### config.mk
export PLATFORM = sky130hd
export DESIGN_NAME = arcade_input_mapper
export DESIGN_NICKNAME = d
export VERILOG_FILES = /design/src/rtl/arcade_input_mapper.sv
export SDC_FILE = /design/constraint.sdc
export NUM_CORES = 1
export LEC_CHECK = 0
export BUFFER_PORTS_ARGS = -buffer_cell sky130_fd_sc_hd__buf_2
export CORE_UTILIZATION = 45
export CTS_BUF_LIST = sky130_fd_sc_hd__clkbuf_4 sky130_fd_sc_hd__clkbuf_8
export DETAILED_ROUTE_END_ITERATION = 8
export PLACE_DENSITY = 0.66
export SYNTH_ARGS = -nofsm -noshare
export SYNTH_HDL_FRONTEND = slang
export SYNTH_SLANG_ARGS = --single-unit
### constraint.sdc
create_clock -name clk_sys -period 4.6 [get_ports clk_sys]
set_clock_uncertainty 0.2 [all_clocks]
set_input_delay 0.69 -clock clk_sys [delete_from_list [all_inputs] [get_ports clk_sys]]
set_output_delay 0.69 -clock clk_sys [all_outputs]
set_load 0.02 [all_outputs]
### src/rtl/arcade_input_mapper.sv
// arcade_input_mapper: PS/2 key + joystick merge with rotation and coin pulse stretching (optional SOCD_CLEAN_EN)
module arcade_input_mapper #(
    parameter int NBUTTONS   = 4,
    parameter int COIN_PULSE = 36000,
    parameter int JOY_SHARED = 1
) (
    input  logic                clk_sys,
    input  logic                reset_n,
    input  logic [10:0]         ps2_key,
    input  logic [15:0]         joystick_0,
    input  logic [15:0]         joystick_1,
    input  logic [1:0]          rotate,
    output logic [3:0]          p1_dir,
    output logic [NBUTTONS-1:0] p1_btn,
    output logic [3:0]          p2_dir,
    output logic [NBUTTONS-1:0] p2_btn,
    output logic [1:0]          start,
    output logic [1:0]          coin
);
    localparam int CW = $clog2(COIN_PULSE + 1);
    localparam logic [3:0][8:0] P1_DIR_CODES = {9'h175, 9'h172, 9'h16B, 9'h174};
    localparam logic [3:0][8:0] P2_DIR_CODES = {9'h02D, 9'h02B, 9'h023, 9'h034};
    localparam logic [3:0][8:0] P1_BTN_CODES = {9'h012, 9'h029, 9'h011, 9'h014};
    localparam logic [3:0][8:0] P2_BTN_CODES = {9'h01D, 9'h015, 9'h01B, 9'h01C};

    logic                old_toggle;
    logic [3:0]          p1_key_dir, p2_key_dir;
    logic [NBUTTONS-1:0] p1_key_btn, p2_key_btn;
    logic [1:0]          key_start, key_coin;
    logic [9:0]          j0_q, j1_q;
    logic [9:0]          joy_p1, joy_p2;
    logic [1:0]          start_src, coin_src, coin_prev;
    logic [CW-1:0]       cnt [2];
    logic                ev, pr;
    logic [8:0]          code;
    logic                unused_joy;

    assign unused_joy = ^{joystick_0[15:10], joystick_1[15:10]};
    assign ev         = ps2_key[10] != old_toggle;
    assign pr         = ps2_key[9];
    assign code       = ps2_key[8:0];
    assign joy_p1     = (JOY_SHARED != 0) ? (j0_q | j1_q) : j0_q;
    assign joy_p2     = (JOY_SHARED != 0) ? (j0_q | j1_q) : j1_q;
    assign start_src  = key_start | {joy_p2[8], joy_p1[8]};
    assign coin_src   = key_coin | {joy_p2[9], joy_p1[9]};
    assign coin       = {cnt[1] != '0, cnt[0] != '0};

    // maps raw {U,D,L,R} onto the screen orientation
    function automatic logic [3:0] rot(input logic [3:0] d, input logic [1:0] m);
        return (m == 2'd0) ? d :
               (m == 2'd1) ? {d[1], d[0], d[2], d[3]} :
               (m == 2'd2) ? {d[2], d[3], d[0], d[1]} :
                             {d[0], d[1], d[3], d[2]};
    endfunction

    // opposing directions cancel when cleaning is built in
    function automatic logic [3:0] socd(input logic [3:0] d);
`ifdef SOCD_CLEAN_EN
        return {d[3] & ~d[2], d[2] & ~d[3], d[1] & ~d[0], d[0] & ~d[1]};
`else
        return d;
`endif
    endfunction

    // stage 1: latch key states on toggle events and sample joysticks
    always_ff @(posedge clk_sys or negedge reset_n) begin
        if (!reset_n) begin
            old_toggle <= 1'b0;
            p1_key_dir <= '0;
            p2_key_dir <= '0;
            p1_key_btn <= '0;
            p2_key_btn <= '0;
            key_start  <= '0;
            key_coin   <= '0;
            j0_q       <= '0;
            j1_q       <= '0;
        end else begin
            old_toggle <= ps2_key[10];
            j0_q       <= joystick_0[9:0];
            j1_q       <= joystick_1[9:0];
            if (ev) begin
                for (int i = 0; i < 4; i++) begin
                    if (code == P1_DIR_CODES[i]) p1_key_dir[i] <= pr;
                    if (code == P2_DIR_CODES[i]) p2_key_dir[i] <= pr;
                end
                for (int i = 0; i < NBUTTONS; i++) begin
                    if (code == P1_BTN_CODES[i]) p1_key_btn[i] <= pr;
                    if (code == P2_BTN_CODES[i]) p2_key_btn[i] <= pr;
                end
                if (code == 9'h016 || code == 9'h005) key_start[0] <= pr;
                if (code == 9'h01E || code == 9'h006) key_start[1] <= pr;
                if (code == 9'h02E) key_coin[0] <= pr;
                if (code == 9'h036) key_coin[1] <= pr;
            end
        end
    end

    // stage 2: merge sources, rotate, clean and register player outputs
    always_ff @(posedge clk_sys or negedge reset_n) begin
        if (!reset_n) begin
            p1_dir <= '0;
            p2_dir <= '0;
            p1_btn <= '0;
            p2_btn <= '0;
            start  <= '0;
        end else begin
            p1_dir <= socd(rot(p1_key_dir | joy_p1[3:0], rotate));
            p2_dir <= socd(rot(p2_key_dir | joy_p2[3:0], rotate));
            p1_btn <= p1_key_btn | joy_p1[4 +: NBUTTONS];
            p2_btn <= p2_key_btn | joy_p2[4 +: NBUTTONS];
            start  <= start_src;
        end
    end

    // coin stretchers: a rising source edge starts a pulse only when idle
    always_ff @(posedge clk_sys or negedge reset_n) begin
        if (!reset_n) begin
            coin_prev <= '0;
            cnt[0]    <= '0;
            cnt[1]    <= '0;
        end else begin
            coin_prev <= coin_src;
            for (int n = 0; n < 2; n++) begin
                if (cnt[n] != '0) cnt[n] <= cnt[n] - CW'(1);
                else if (coin_src[n] && !coin_prev[n]) cnt[n] <= CW'(COIN_PULSE);
            end
        end
    end
endmodule

======== Word level (Yosys, flattened, before mapping) ========
Cells that the tools add are included.
storage, ports and cells
  memories ................................ 0
  output and inout bits ................... 20
  memory bits (read-only) ................. 0
  register bits after elaboration ......... 93
  logic and storage cells ................. 106
  latch bits .............................. 0
  input port bits ......................... 47
  memory bits (writable) .................. 0
cells by class
  shift-type cells ........................ 0
  reduce and logical (&&, ||, !) cells .... 31
  bitwise operators ....................... 7
  multiplexer cells ....................... 10
  $add $sub $neg .......................... 2
  multiply operators ...................... 0
  order comparisons ....................... 0
  eq/ne operators ......................... 25
  divide/modulo/power cells ............... 0
operators by type and width
  operator                 number
  $eq A9 B5 Y1 const B     9
  $mux W16                 4
  $eq A9 B6 Y1 const B     7
  $reduce_and A2 Y1        20
  $eq A9 B9 Y1 const B     4
  $reduce_bool A16 Y1      2
  $sub A16 B1 Y16 const B  2
  $mux W4                  6
  $eq A9 B3 Y1 const B     2
  $or A4 B4 Y4             4
  $or A10 B10 Y10          1
  $or A2 B2 Y2             2
  $reduce_bool A2 Y1       2
  $eq A2 B1 Y1 const B     1
  $eq A2 B2 Y1 const B     1
  $logic_and A1 B1 Y1      2
  $logic_not A1 Y1         2
  $logic_not A2 Y1         1
  $logic_or A1 B1 Y1       2
  $ne A1 B1 Y1             1

======== Depth between registers and ports, before layout ========
  word-level depth ........................ 5
  mapped depth ............................ 7
  depth with buffers taken out ............ 7

======== Least setup slack after synthesis ========
Ideal clock, no wire load.
  path type ............................... reg2out
  from .................................... register cnt[16] (netlist name)
  to ...................................... output coin[0]
  path slack .............................. 2022 ps
  data required time ...................... 3710 ps
  arrival time ............................ 1688 ps
  cell stages (with the launch flop) ...... 6
  path through ............................ dfrtp_1 > inv_1 > ha_1 > or4b_4 > nor4_4 > inv_2
between the ends
  word-level cells in the longest chain between the ends .. 1
RTL lines
  item                             line  source
  start, declared                  33    logic [CW-1:0] cnt [2];
  start signal, assigned by index  125   else if (coin_src[n] && !coin_prev[n]) cnt[n] <= CW'(COIN_PULSE);
  $reduce_bool A16 Y1              46    assign coin = {cnt[1] != '0, cnt[0] != '0};
  end, declared                    18    output logic [1:0] coin
Every way passes these cells.

======== Worst setup path in the final report ========
Ends and elaborated chain as after synthesis.

==> reports/results.md <==
| Parameter | Value | Unit |
|---|---|---|
| Layout area overhead | 14.9 | % |
| Top area cells in the synthesized netlist | dfrtp_1 58%, mux2_2 9.0%, nor3_1 3.5%, mux2i_1 3.0%, or3_1 2.3% | - |
| Critical Path, Cell by Cell | inv_1, ha_1, or4b_4, nor4_4, inv_2, buf_2 | - |
| Gate Count Post-Synth | 340 | - |
| Complex-gate fraction of the synthesized area | 4.23 | % |
| Fraction of the yosys area taken by sequential cells | 57.9 | % |
| Critical path data arrival time | 2.43 | ns |
| Number of rows in the core area | 34 | - |
| Cell variety after synth | 46 | - |
| Post-synthesis cell type with the largest combined area | dfrtp_1 | - |
| TritonCTS clock tree | done | - |
| Worst Max-Slew Pin Slew | 0.868 | ns |
| Logic pwr share | 20.0 | % |
| Part of the total power dissipated in sequential elements | 52.1 | % |
| Die outline width | 96.5 | µm |
| Static leakage | 2.01 | nW |
| Most common flop cell mapped by yosys | dfrtp_1 | - |
| Remaining routing DRC violations | 0 | - |
| Syn. warnings | 0 | - |
| Remaining Overflow, GRT | 0 | - |
| Combinational family with the most area after synthesis | simple AND/OR/NAND/NOR gates | - |
| Outcome | finished clean | - |
| Internal | 1.39 | mW |
| Top achievable clock speed | 301 | MHz |
| Utilization of the core after routing | 53.2 | % |
| Number of antenna violations at the first check in global routing | 0 | - |
| Global-route usage over all layers | 17.4 | % |
| Wire length of the first global-routing pass | 12.2 | mm |
| Share of cell area taken by muxes after synthesis | 11.9 | % |
| Clock network fraction of total power | 27.8 | % |
| I/O pins | 67 | - |
| Syn_area_per_cell | 11.8 | µm² |
| Final HPWL from detailed placement | 5.21 | mm |
| Total of hold buffers inserted after clock tree synthesis | 0 | - |
| Maximum fanout along the worst path | 9 | - |
| Root buffer selected by CTS | clkbuf_8 | - |
| Global placement routability congestion | 0.784 | - |
| Share of cells above drive strength 1 | 27.4 | % |
| Portion of synthesized cell area occupied by the leading cell type | 57.9 | % |
| Final antenna-violating net count | 0 | - |
| Number of global-route vias before repair | 2,691 | - |
| Class of the most critical setup path | flip-flop to output port | - |
| Net Sw Power | 653 | µW |
| CTS clock-pin slew for the worst setup and hold paths | 0.09 | ns |
| Buf+Inv Stages, Crit Path | 3 | - |
| Count of H-tree levels built during CTS | 3 | - |
| Number of violations of the max-capacitance limit | 0 | - |
| Post-synth ARST share | 100 | % |
| Number of flops mapped to enable cells by yosys | 0 | - |
| Top Family by Delay on Critical Path | simple AND/OR/NAND/NOR gates | - |
| Minimum setup slack among reg-to-reg paths | 1.92 | ns |
| Minimum period implied by the final worst setup slack | 3.32 | ns |
| Synth Cell Area | 0.00402 | mm² |
| Detailed-route wire length per cell | 14.2 | µm |
| Fill cell instance count of the final layout | 784 | - |
| Sum of negative setup slack | 0 | ns |
| Drt first pass iters | 4 | - |
| Iteration-0 DRC Markers | 128 | - |
| Number of antenna diodes | 0 | - |
| Power density cells | 442 | mW/mm² |
| Number of vias in the routed layout | 2,867 | - |
| Area of the core | 0.00868 | mm² |
| Number of buffers added by the clock tree synthesis step | 9 | - |
| Sw Share | 31.9 | % |
| Relative slew margins | 41.6 | % |
| Most frequent standard cell in the layout excluding fill and tap cells | dfrtp_1 | - |
| Syn Nets | 391 | - |
| Maximum root-to-sink buffer count | 2 | - |
| Count of buffers from port buffering | 54 | - |
| Startpoint of the most critical setup path | cnt[16] | - |
| Reg-to-reg critical path startpoint | cnt[2] | - |
| Commonest cells after routing, fill and taps aside | 93 x dfrtp_1, 53 x buf_2, 32 x mux2_2 | - |
| Hold Path Class | primary input to async pin | - |
| Sum of internal, switching and leakage power | 2.04 | mW |
| RSZ-0062 raised after global routing | false | - |
| Final hold violation count | 0 | - |
| Count of state elements after synthesis | 93 | - |
| Die Footprint | 0.00932 | mm² |
| Clock sink count | 93 | - |
| Worst vdd ir | 158 | µV |
| Biggest cell delay along the critical path | 0.53 | ns |
| Aggregate routed wire length | 7.27 | mm |
| Post-CTS setup repair buffer count | 0 | - |
| Via density | 5.59 | - |
| Period utilisation layout | 72.1 | % |
| Nature of the critical path endpoint | output port | - |
| Pin count of the biggest net entering global routing | 60 | - |
| Vertical extent of the die | 96.5 | µm |
| Fraction of the mapped netlist area in adder cells | 1.24 | % |
| Worst path required time | 3.71 | ns |
| Setup-failing EPs final | 0 | - |
| # resized after CTS | 0 | - |
| Critical path startpoint category | flip-flop | - |
| Pins over their slew limit | 0 | - |
| Crit-path slowest cell | nor4_4 | - |
| Net total in the final layout | 451 | - |
| Initial Utilization | 46.3 | % |
| Area share of and/or/nand/nor cells after synthesis | 20.5 | % |
| Parity-gate share of the synthesized area counting xor and xnor cells | 2.83 | % |
| Worst skew pair latency | 0.36 | ns |
==> sequential cells by signal, summed over array words and instances, names as in the netlist, 4 cells and up <==
| register | flops |
|---|---|
| p1_btn | 4 |
| j1_q | 10 |
| j0_q | 10 |
| cnt | 32 |
| p1_key_btn | 4 |
| p2_dir | 4 |
| p1_key_dir | 4 |
| p2_btn | 4 |
| p2_key_dir | 4 |
| p2_key_btn | 4 |
| p1_dir | 4 |
==> final timing paths <==
path	to	cells after the start
setup / recovery	coin[0]	6
setup reg to reg	cnt[0]	5
hold reg to reg	p2_btn[3]	1
max in group asynchronous	j0_q[2]	2
min in group clk_sys	j0_q[3]	1
hold / removal	cnt[30]	1
==> layout make-up <==
cell class | instances | area (µm²) | area share (%)
tap | 108 | 135 | 2.93
timing repair buffer | 55 | 280 | 6.07
inverter | 8 | 30.0 | 0.650
clock inverter | 6 | 68.8 | 1.49
multi-input combinational | 233 | 1640 | 35.5
sequential | 93 | 2330 | 50.4
clock buffer | 10 | 138 | 2.98
==> metrics by stage <==
stage                     std cells  hold WS, ns  worst slack (ns)  area (µm²)
after global routing            513        0.202              1.13        4620
after floorplan                 340        0.194              2.02        4020
after CTS                       513        0.206              1.26        4620
after global placement          497        0.235              1.67        4410
final                           513        0.187              1.28        4620
after detailed placement        497        0.244              1.66        4410
==> power by group through the flow <==
| stage | Sequential (mW) | Combinational (mW) | Clock, mW |
|---|---|---|---|
| after floorplan | 1.06 | 0.298 | 0 |
| after global placement | 1.07 | 0.398 | 0 |
| after detailed placement | 1.08 | 0.411 | 0 |
| after CTS | 1.06 | 0.413 | 0.579 |
| after global routing | 1.09 | 0.466 | 0.614 |
| final | 1.07 | 0.409 | 0.569 |
==> layer usage <==
metal  up-vias  global-route usage, %  part of all wire [%]
li1       1374                      -                     -
met1      1400                   23.5                    45
met2        80                   26.6                    48
met3        13                   4.30                   4.9
met4         0                   7.48                   2.1
met5         -                      0                     0
==> kinds of logic (layout without fill, tap and decap cells) <==
family	after synthesis	after routing
simple gates	148	148
mux	44	44
xor+xnor	13	13
fa+ha+maj	4	4
compound gates	24	24
flops	93	93
buf+inv	14	79
==> cells in the mapped netlist (all sizes together), types with 3 or more instances <==
| cell | instances |
|---|---|
| nand2b | 3 |
| buf | 3 |
| nor3 | 28 |
| ha | 4 |
| mux2i | 12 |
| or4 | 6 |
| xnor2 | 5 |
| nor2b | 4 |
| nand2 | 21 |
| nor4 | 14 |
| o41ai | 3 |
| nand4 | 9 |
| o21ai | 6 |
| a211oi | 4 |
| clkbuf | 3 |
| inv | 8 |
| xor2 | 8 |
| nand3 | 12 |
| nor2 | 21 |
| or3 | 16 |
| mux2 | 32 |
| dfrtp | 93 |
No activity file was read; power rests on OpenSTA's default activity.
